## src/rtl/rv_ctrl_pkg.sv

```systemverilog
// Shared control definitions for the RV32I(M) decode stage.
// Contents:
//   - opcode constants
//   - ALU operation codes (RV32I 0..10, RV32M 11..18)
//   - operand / writeback select encodings
//   - ctrl_t, the control bundle carried into EX
//   - sb_entry_t, one in-flight writer tracked by the scoreboard
//   - branch_cond(), which evaluates a branch from the EX comparator flags
package rv_ctrl_pkg;

  localparam logic [6:0] OpcOp     = 7'b0110011;
  localparam logic [6:0] OpcOpImm  = 7'b0010011;
  localparam logic [6:0] OpcLoad   = 7'b0000011;
  localparam logic [6:0] OpcStore  = 7'b0100011;
  localparam logic [6:0] OpcBranch = 7'b1100011;
  localparam logic [6:0] OpcJal    = 7'b1101111;
  localparam logic [6:0] OpcJalr   = 7'b1100111;
  localparam logic [6:0] OpcLui    = 7'b0110111;
  localparam logic [6:0] OpcAuipc  = 7'b0010111;

  localparam logic [4:0] AluAdd    = 5'd0;
  localparam logic [4:0] AluSub    = 5'd1;
  localparam logic [4:0] AluSlt    = 5'd2;
  localparam logic [4:0] AluSltu   = 5'd3;
  localparam logic [4:0] AluXor    = 5'd4;
  localparam logic [4:0] AluOr     = 5'd5;
  localparam logic [4:0] AluAnd    = 5'd6;
  localparam logic [4:0] AluSll    = 5'd7;
  localparam logic [4:0] AluSrl    = 5'd8;
  localparam logic [4:0] AluSra    = 5'd9;
  localparam logic [4:0] AluLui    = 5'd10;  // pass operand B
  localparam logic [4:0] AluMul    = 5'd11;
  localparam logic [4:0] AluMulh   = 5'd12;
  localparam logic [4:0] AluMulhsu = 5'd13;
  localparam logic [4:0] AluMulhu  = 5'd14;
  localparam logic [4:0] AluDiv    = 5'd15;
  localparam logic [4:0] AluDivu   = 5'd16;
  localparam logic [4:0] AluRem    = 5'd17;
  localparam logic [4:0] AluRemu   = 5'd18;

  localparam logic       OpaRs1 = 1'b0;
  localparam logic       OpaPc  = 1'b1;
  localparam logic       OpbRs2 = 1'b0;
  localparam logic       OpbImm = 1'b1;
  localparam logic [1:0] WbPc4  = 2'b00;
  localparam logic [1:0] WbAlu  = 2'b01;
  localparam logic [1:0] WbMem  = 2'b10;

  typedef struct packed {
    logic       rd_wren;
    logic       mem_wren;
    logic       opa_sel;
    logic       opb_sel;
    logic [4:0] alu_op;
    logic [1:0] wb_sel;
    logic       br_un;     // 1 = signed compare, 0 = unsigned
    logic [4:0] rd;
    logic [2:0] funct3;
    logic       is_branch;
    logic       is_jump;
  } ctrl_t;

  typedef struct packed {
    logic       valid;
    logic       rd_wren;
    logic [4:0] rd;
  } sb_entry_t;

  function automatic logic branch_cond(input logic [2:0] funct3, input logic less,
                                       input logic equal);
    logic cond;
    cond = 1'b0;
    case (funct3)
      3'b000:         cond = equal;    // BEQ
      3'b001:         cond = !equal;   // BNE
      3'b100, 3'b110: cond = less;     // BLT, BLTU
      3'b101, 3'b111: cond = !less;    // BGE, BGEU
      default:        cond = 1'b0;
    endcase
    return cond;
  endfunction

endpackage

```

## src/rtl/rv_decoder.sv

```systemverilog
// Combinational RV32I(M) instruction decoder.
// Ports:
//   i_instr     32-bit instruction word
//   o_ctrl      decoded control bundle (write enables cleared when illegal)
//   o_illegal   encoding not recognised
//   o_rs1_used  instruction reads rs1
//   o_rs2_used  instruction reads rs2
//   o_rs1/o_rs2 source register indices
module rv_decoder
  import rv_ctrl_pkg::*;
#(
  parameter int unsigned EN_MEXT = 0
) (
  input  logic [31:0] i_instr,
  output ctrl_t       o_ctrl,
  output logic        o_illegal,
  output logic        o_rs1_used,
  output logic        o_rs2_used,
  output logic [4:0]  o_rs1,
  output logic [4:0]  o_rs2
);

  logic [6:0] w_opcode;
  logic [2:0] w_funct3;
  logic [6:0] w_funct7;

  assign w_opcode = i_instr[6:0];
  assign w_funct3 = i_instr[14:12];
  assign w_funct7 = i_instr[31:25];
  assign o_rs1    = i_instr[19:15];
  assign o_rs2    = i_instr[24:20];

  always_comb begin
    o_ctrl        = '0;
    o_ctrl.rd     = i_instr[11:7];
    o_ctrl.funct3 = w_funct3;
    o_illegal     = 1'b0;
    o_rs1_used    = 1'b0;
    o_rs2_used    = 1'b0;

    case (w_opcode)
      OpcOp: begin
        o_ctrl.rd_wren = 1'b1;
        o_ctrl.opa_sel = OpaRs1;
        o_ctrl.opb_sel = OpbRs2;
        o_ctrl.wb_sel  = WbAlu;
        o_rs1_used     = 1'b1;
        o_rs2_used     = 1'b1;
        if (w_funct7 == 7'b0000000) begin
          case (w_funct3)
            3'b000:  o_ctrl.alu_op = AluAdd;
            3'b001:  o_ctrl.alu_op = AluSll;
            3'b010:  o_ctrl.alu_op = AluSlt;
            3'b011:  o_ctrl.alu_op = AluSltu;
            3'b100:  o_ctrl.alu_op = AluXor;
            3'b101:  o_ctrl.alu_op = AluSrl;
            3'b110:  o_ctrl.alu_op = AluOr;
            default: o_ctrl.alu_op = AluAnd;
          endcase
        end else if (w_funct7 == 7'b0100000) begin
          case (w_funct3)
            3'b000:  o_ctrl.alu_op = AluSub;
            3'b101:  o_ctrl.alu_op = AluSra;
            default: o_illegal     = 1'b1;
          endcase
        end else if ((w_funct7 == 7'b0000001) && (EN_MEXT != 0)) begin
          // MUL..REMU follow funct3 order
          o_ctrl.alu_op = AluMul + {2'b00, w_funct3};
        end else begin
          o_illegal = 1'b1;
        end
      end

      OpcOpImm: begin
        o_ctrl.rd_wren = 1'b1;
        o_ctrl.opa_sel = OpaRs1;
        o_ctrl.opb_sel = OpbImm;
        o_ctrl.wb_sel  = WbAlu;
        o_rs1_used     = 1'b1;
        case (w_funct3)
          3'b000: o_ctrl.alu_op = AluAdd;
          3'b010: o_ctrl.alu_op = AluSlt;
          3'b011: o_ctrl.alu_op = AluSltu;
          3'b100: o_ctrl.alu_op = AluXor;
          3'b110: o_ctrl.alu_op = AluOr;
          3'b111: o_ctrl.alu_op = AluAnd;
          3'b001: begin
            o_ctrl.alu_op = AluSll;
            if (w_funct7 != 7'b0000000) o_illegal = 1'b1;
          end
          default: begin
            if (w_funct7 == 7'b0000000)      o_ctrl.alu_op = AluSrl;
            else if (w_funct7 == 7'b0100000) o_ctrl.alu_op = AluSra;
            else                             o_illegal     = 1'b1;
          end
        endcase
      end

      OpcLoad: begin
        o_ctrl.rd_wren = 1'b1;
        o_ctrl.opb_sel = OpbImm;
        o_ctrl.alu_op  = AluAdd;
        o_ctrl.wb_sel  = WbMem;
        o_rs1_used     = 1'b1;
        case (w_funct3)
          3'b000, 3'b001, 3'b010, 3'b100, 3'b101: o_illegal = 1'b0;
          default:                                o_illegal = 1'b1;
        endcase
      end

      OpcStore: begin
        o_ctrl.mem_wren = 1'b1;
        o_ctrl.opb_sel  = OpbImm;
        o_ctrl.alu_op   = AluAdd;
        o_rs1_used      = 1'b1;
        o_rs2_used      = 1'b1;
        if (w_funct3 > 3'b010) o_illegal = 1'b1;
      end

      OpcBranch: begin
        // ALU forms the target PC + imm; the comparator works on rs1/rs2
        o_ctrl.is_branch = 1'b1;
        o_ctrl.opa_sel   = OpaPc;
        o_ctrl.opb_sel   = OpbImm;
        o_ctrl.alu_op    = AluAdd;
        o_ctrl.br_un     = (w_funct3[2:1] != 2'b11);
        o_rs1_used       = 1'b1;
        o_rs2_used       = 1'b1;
        if (w_funct3 == 3'b010 || w_funct3 == 3'b011) o_illegal = 1'b1;
      end

      OpcJal: begin
        o_ctrl.is_jump = 1'b1;
        o_ctrl.rd_wren = 1'b1;
        o_ctrl.opa_sel = OpaPc;
        o_ctrl.opb_sel = OpbImm;
        o_ctrl.alu_op  = AluAdd;
        o_ctrl.wb_sel  = WbPc4;
      end

      OpcJalr: begin
        o_ctrl.is_jump = 1'b1;
        o_ctrl.rd_wren = 1'b1;
        o_ctrl.opa_sel = OpaRs1;
        o_ctrl.opb_sel = OpbImm;
        o_ctrl.alu_op  = AluAdd;
        o_ctrl.wb_sel  = WbPc4;
        o_rs1_used     = 1'b1;
        if (w_funct3 != 3'b000) o_illegal = 1'b1;
      end

      OpcLui: begin
        o_ctrl.rd_wren = 1'b1;
        o_ctrl.opb_sel = OpbImm;
        o_ctrl.alu_op  = AluLui;
        o_ctrl.wb_sel  = WbAlu;
      end

      OpcAuipc: begin
        o_ctrl.rd_wren = 1'b1;
        o_ctrl.opa_sel = OpaPc;
        o_ctrl.opb_sel = OpbImm;
        o_ctrl.alu_op  = AluAdd;
        o_ctrl.wb_sel  = WbAlu;
      end

      default: o_illegal = 1'b1;
    endcase

    // An illegal instruction must not write anything, redirect, or hold up ID
    if (o_illegal) begin
      o_ctrl.rd_wren   = 1'b0;
      o_ctrl.mem_wren  = 1'b0;
      o_ctrl.is_branch = 1'b0;
      o_ctrl.is_jump   = 1'b0;
      o_rs1_used       = 1'b0;
      o_rs2_used       = 1'b0;
    end
  end

endmodule

```

## src/rtl/decode_ctrl_pipe.sv

```systemverilog
// ID stage control: decoder, ID/EX control register, RAW-hazard scoreboard,
// branch/jump redirect and a saturating stall counter.
// Ports:
//   i_clk, i_reset        clock, asynchronous active-low reset
//   i_instr, i_id_valid   instruction in ID and its valid flag
//   i_br_less/equal       EX comparator results for the ID/EX instruction
//   o_id_stall            hold PC and IF/ID
//   o_ex_valid/ctrl       ID/EX contents
//   o_ex_illegal          ID/EX holds an illegal encoding
//   o_pc_sel, o_flush     redirect PC to EX target and squash IF/ID
//   o_stall_cnt           saturating count of stall cycles
module decode_ctrl_pipe
  import rv_ctrl_pkg::*;
#(
  parameter int unsigned SB_DEPTH = 3,
  parameter int unsigned EN_MEXT  = 0,
  parameter int unsigned CNT_W    = 16
) (
  input  logic             i_clk,
  input  logic             i_reset,
  input  logic [31:0]      i_instr,
  input  logic             i_id_valid,
  input  logic             i_br_less,
  input  logic             i_br_equal,
  output logic             o_id_stall,
  output logic             o_ex_valid,
  output ctrl_t            o_ex_ctrl,
  output logic             o_ex_illegal,
  output logic             o_pc_sel,
  output logic             o_flush,
  output logic [CNT_W-1:0] o_stall_cnt
);

  ctrl_t      w_dec_ctrl;
  logic       w_dec_illegal;
  logic       w_rs1_used;
  logic       w_rs2_used;
  logic [4:0] w_rs1;
  logic [4:0] w_rs2;

  rv_decoder #(
    .EN_MEXT (EN_MEXT)
  ) u_decoder (
    .i_instr    (i_instr),
    .o_ctrl     (w_dec_ctrl),
    .o_illegal  (w_dec_illegal),
    .o_rs1_used (w_rs1_used),
    .o_rs2_used (w_rs2_used),
    .o_rs1      (w_rs1),
    .o_rs2      (w_rs2)
  );

  logic             r_ex_valid;
  ctrl_t            r_ex_ctrl;
  logic             r_ex_illegal;
  sb_entry_t        r_sb [SB_DEPTH];
  logic [CNT_W-1:0] r_stall_cnt;

  logic             w_hazard;
  logic             w_redirect;
  logic             w_bubble;
  logic             w_ex_valid_d;
  ctrl_t            w_ex_ctrl_d;
  logic             w_ex_illegal_d;

  // RAW hazard against every in-flight writer; x0 is never a real dependency
  always_comb begin
    w_hazard = 1'b0;
    for (int k = 0; k < int'(SB_DEPTH); k++) begin
      if (r_sb[k].valid && r_sb[k].rd_wren && (r_sb[k].rd != 5'd0) &&
          ((w_rs1_used && (r_sb[k].rd == w_rs1)) ||
           (w_rs2_used && (r_sb[k].rd == w_rs2)))) begin
        w_hazard = 1'b1;
      end
    end
    w_hazard = w_hazard & i_id_valid;
  end

  assign w_redirect = r_ex_valid &
                      (r_ex_ctrl.is_jump |
                       (r_ex_ctrl.is_branch &
                        branch_cond(r_ex_ctrl.funct3, i_br_less, i_br_equal)));

  // Flush wins over stall: the stalled instruction is on the wrong path anyway
  assign w_bubble = w_redirect | w_hazard | ~i_id_valid;

  always_comb begin
    w_ex_valid_d   = 1'b1;
    w_ex_ctrl_d    = w_dec_ctrl;
    w_ex_illegal_d = w_dec_illegal;
    if (w_bubble) begin
      w_ex_valid_d   = 1'b0;
      w_ex_ctrl_d    = '0;
      w_ex_illegal_d = 1'b0;
    end
  end

  // Entry 0 is loaded alongside ID/EX so it always mirrors it; older
  // entries shift every cycle regardless of stalls.
  always_ff @(posedge i_clk or negedge i_reset) begin
    if (!i_reset) begin
      r_ex_valid   <= 1'b0;
      r_ex_ctrl    <= '0;
      r_ex_illegal <= 1'b0;
      for (int k = 0; k < int'(SB_DEPTH); k++) begin
        r_sb[k] <= '0;
      end
    end else begin
      r_ex_valid   <= w_ex_valid_d;
      r_ex_ctrl    <= w_ex_ctrl_d;
      r_ex_illegal <= w_ex_illegal_d;
      r_sb[0]      <= '{valid: w_ex_valid_d, rd_wren: w_ex_ctrl_d.rd_wren, rd: w_ex_ctrl_d.rd};
      for (int k = 1; k < int'(SB_DEPTH); k++) begin
        r_sb[k] <= r_sb[k-1];
      end
    end
  end

  always_ff @(posedge i_clk or negedge i_reset) begin
    if (!i_reset) begin
      r_stall_cnt <= '0;
    end else if (o_id_stall && (r_stall_cnt != {CNT_W{1'b1}})) begin
      r_stall_cnt <= r_stall_cnt + CNT_W'(1);
    end
  end

  assign o_id_stall   = w_hazard & ~w_redirect;
  assign o_ex_valid   = r_ex_valid;
  assign o_ex_ctrl    = r_ex_ctrl;
  assign o_ex_illegal = r_ex_illegal;
  assign o_pc_sel     = w_redirect;
  assign o_flush      = w_redirect;
  assign o_stall_cnt  = r_stall_cnt;

endmodule

```

## config.mk

```make
export PLATFORM = sky130hd
export DESIGN_NAME = decode_ctrl_pipe
export DESIGN_NICKNAME = d
export VERILOG_FILES = /design/src/rtl/rv_ctrl_pkg.sv /design/src/rtl/rv_decoder.sv /design/src/rtl/decode_ctrl_pipe.sv
export SDC_FILE = /design/constraint.sdc
export NUM_CORES = 1
export LEC_CHECK = 0
export CORE_MARGIN = 2
export CORE_UTILIZATION = 25
export DETAILED_ROUTE_END_ITERATION = 7
export REMOVE_ABC_BUFFERS = 1
export SETUP_SLACK_MARGIN = 0.15
export SLEW_MARGIN = 5
export SYNTH_ARGS = -nofsm -noshare
export SYNTH_HDL_FRONTEND = slang
export SYNTH_HIERARCHICAL = 1
export SYNTH_SLANG_ARGS = --single-unit
```

## constraint.sdc

```tcl
create_clock -name i_clk -period 7.2 [get_ports i_clk]
set_input_delay 1.44 -clock i_clk [delete_from_list [all_inputs] [get_ports i_clk]]
set_output_delay 1.44 -clock i_clk [all_outputs]
set_load 0.005 [all_outputs]
```

==> out/qor.csv <==
stage;metric;value;unit
status;status;finished clean;
cts;clk_lat worst skew;0.29;ns
routing;number of search-and-repair iterations in the first detailed-routing pass;5;
flow_run;count of max-cap constraint violations;0;
worst_setup_path;most used cell along the critical path;clkdlybuf4s50_1;
timing;total count of hold-check failures in the final report;0;
worst_setup_path;worst-path cell chain;clkdlybuf4s50_1 > or4_4 > a211oi_1 > a21o_2 > nor3_1 > nand2_1 > o22ai_1 > a222oi_1 > nor2_1 > clkdlybuf4s50_1;
routing;total vias in the final route;2405;
cts;clock-pin transition on the worst setup and hold timing paths;0.07;ns
yosys;count of distinct cell types in the synthesized netlist;47;
cells_and_area;most common cell after layout, fill and taps aside;clkdlybuf4s50_1;
power_and_ir_drop;overall power of the completed layout;0.6501;mW
placed_design;cell count after placement;534;
cts;number of post-CTS setup repair buffers;0;
floorplanning;io pins;80;
global_route;global route total overflow;0;
power_and_ir_drop;Pwr Density;161.5;nW/um^2
floorplanning;floorplan row count;40;
cells_and_area;Reg area;1351;sq um
global_route;antenna violations before repair;0;
cts;hold_buf cts;0;
floorplanning;core footprint;12110;sq um
routing;residual DRC count;0;
yosys;mean area per synthesized cell;9.711;sq um
cts;number of buffers created by CTS;5;
cells_and_area;multi-input logic area;1489;sq um
worst_setup_path;largest fanout on the critical path;15;
global_route;pin count of the biggest net entering global routing;55;
worst_setup_path;stage delay of the slowest cell on the critical path;0.66;ns
global_route;via count of the first global-routing pass;2379;
routing;Total Routed Length;7.473;mm
floorplanning;Total Die Area;13460;sq um
cells_and_area;final core occ;0.3323;
timing;Achievable Freq;169.2;MHz
worst_setup_path;CP max stage cell;or4_4;
power_and_ir_drop;reported leakage power;1.627;nW
cells_and_area;commonest cells after routing, fill and taps aside;clkdlybuf4s50_1 (78), dfrtp_1 (54), xnor2_1 (31), nor2_1 (26), and2_1 (23);
yosys;summed instance area of the synthesized netlist;3137;sq um
timing;unrepaired setup endpoints after global routing;false;
timing;relative slew slack;0.5378;
worst_setup_path;category of the most critical setup path;in2out;
min_path;Hold WC Path Type;reg2reg;
global_route;first-pass GRT wire length;11.92;mm
floorplanning;horizontal die dimension;116.0;um
routing;number of antenna-violating nets in the routed design;0;
placed_design;post-detail-place hpwl;5.735;mm
worst_setup_path;CP Launch Type;input pin;
cells_and_area;nets;411;
cts;CTS max path bufs;2;
cells_and_area;area grow syn2layout;28.32;%
yosys;part of the Yosys area used for sequential elements;0.4308;
yosys;most instantiated flip-flop cell in the synthesis netlist;dfrtp_1;
cells_and_area;number of diodes;0;
cells_and_area;fraction of final layout cells sized beyond drive strength 1;0.05080;
timing;pin slew with the least headroom to its limit;0.6933;ns
yosys;Cells after Synth;323;
yosys;share of synthesized registers carrying an async set or reset;1.000;
routing;final routed wire length divided by cell count;13.79;um
power_and_ir_drop;maximum resistive drop on vdd;88.88;uV
placed_design;number of I/O port buffers;79;
yosys;total of flip-flops plus latches after synthesis;54;
timing;Final Skew;0.005296;ns
routing;initial detailed-routing violation count;74;
cts;clock sink total;54;
floorplanning;Chip Height;116.0;um
timing;time the worst path needs with I/O delays and setup;5.910;ns
worst_setup_path;required time reported for the critical path endpoint;5.76;ns
cts;root buffer cell;clkbuf_16;
placed_design;worst slack after detailed placement;1.238;ns
cts;depth of the CTS H-tree;2;
global_route;GRT Resource Usage Total;0.1149;
timing;final number of max-transition violations;0;
cts;number of resized instances in the post-cts repair step;0;
floorplanning;effective utilization at floorplan;0.2590;
yosys;EDFF count, synth;0;
timing;final number of setup-violating endpoints;0;
cells_and_area;number of fillers in the final layout;1262;
timing;Worst Setup Slack, final;1.290;ns
cts;clock tree from TritonCTS;done;
worst_setup_path;critical path capture point type;output pin;
worst_setup_path;critical path arrival;4.47;ns
placed_design;last weighted congestion value of the routability-driven placer;0.8286;
cells_and_area;Finished Layout Cells;542;
routing;routed via count divided by cell count;4.437;
timing;aggregate negative setup slack;0;ns
timing;post-route fraction of the period consumed by the critical path;0.8208;
yosys;count of yosys warnings during synthesis;6;
metrics by stage:
stage               area, sq um  hold WS, ns
floorplan                  2851       0.3539
global placement           3877       0.3641
detailed placement         3877       0.3639
CTS                        4025       0.3789
global route               4025       0.3853
finish                     4025       0.3795
final cells by class:
cell class,instances,area share
Sequential cell,54,0.3357
Tap cell,168,0.05222
Clock inverter,1,0.001243
Inverter,3,0.002798
Timing Repair Buffer,83,0.2027
Multi-Input combinational cell,226,0.3699
Clock buffer,7,0.03544
worst paths after layout:
kind	start	cells past startpoint	slack [ns]	to
worst max-delay path	i_instr[2]	10	1.29	o_id_stall
worst min-delay path	r_sb[12]$_DFF_PN0_	0	0.38	r_sb[5]$_DFF_PN0_
worst max register to register	r_sb[0]$_DFF_PN0_	6	4.54	o_ex_ctrl[2]$_DFF_PN0_
worst min register to register	r_sb[12]$_DFF_PN0_	0	0.38	r_sb[5]$_DFF_PN0_
max in group asynchronous	i_reset	2	5.46	o_ex_ctrl[11]$_DFF_PN0_
min in group asynchronous	i_reset	2	1.28	o_ex_ctrl[14]$_DFF_PN0_
worst max-delay path: cells and delay by family:
kind	cells	cell delay (ns)
compound gates	4	1.00
buf+inv	2	1.10
simple gates	4	0.94
cells by family (layout without fill, tap and decap cells):
group,count (synthesis),after routing,synth area share
adder cells (fa/ha/maj),1,1,0.003988
AND/OR/NAND/NOR,134,134,0.2310
buffers and inverters,43,94,0.09453
AO/OA/AOI/OAI,37,37,0.08736
other,1,1,0.001196
multiplexers,5,5,0.01715
XOR/XNOR,48,48,0.1340
flip-flops,54,54,0.4308
Yosys cell counts, types with 4 or more instances:
library cell / instances / share of area
xor2_1: 17 / 0.047
nand3_1: 10 / 0.016
nor3_1: 14 / 0.022
a21oi_1: 6 / 0.0096
buf_2: 6 / 0.0096
xnor2_1: 31 / 0.087
nand2b_1: 4 / 0.0080
nor2_1: 26 / 0.031
o21ai_0: 6 / 0.0096
nand4_1: 9 / 0.018
dfrtp_1: 54 / 0.43
and2_1: 23 / 0.046
nand2_1: 22 / 0.026
buf_4: 28 / 0.067
o21ai_1: 4 / 0.0064
nor4_1: 6 / 0.012
or3_1: 5 / 0.010
per-layer routing:
metal / global-route usage / share of wire / vias up
met2: 0.1864 / 0.48 / 61
met5: 0 / 0 / -
met1: 0.1547 / 0.45 / 1157
li1: - / - / 1182
met4: 0.03571 / 0.014 / 0
met3: 0.02354 / 0.048 / 5
power by group:
group          leakage (nW)  switching, mW  internal, mW
Clock                0.0739          0.104         0.138
Combinational         0.828         0.0423        0.0464
Sequential            0.724        0.00822         0.311
Total                  1.63          0.155         0.495
registers in the layout, summed over array words and instances, names as in the netlist:
| register | flops |
|---|---|
| o_ex_ctrl | 16 |
| o_stall_cnt | 16 |
| o_ex_illegal | 1 |
| r_sb | 21 |
Power figures use the tool's default switching activity.
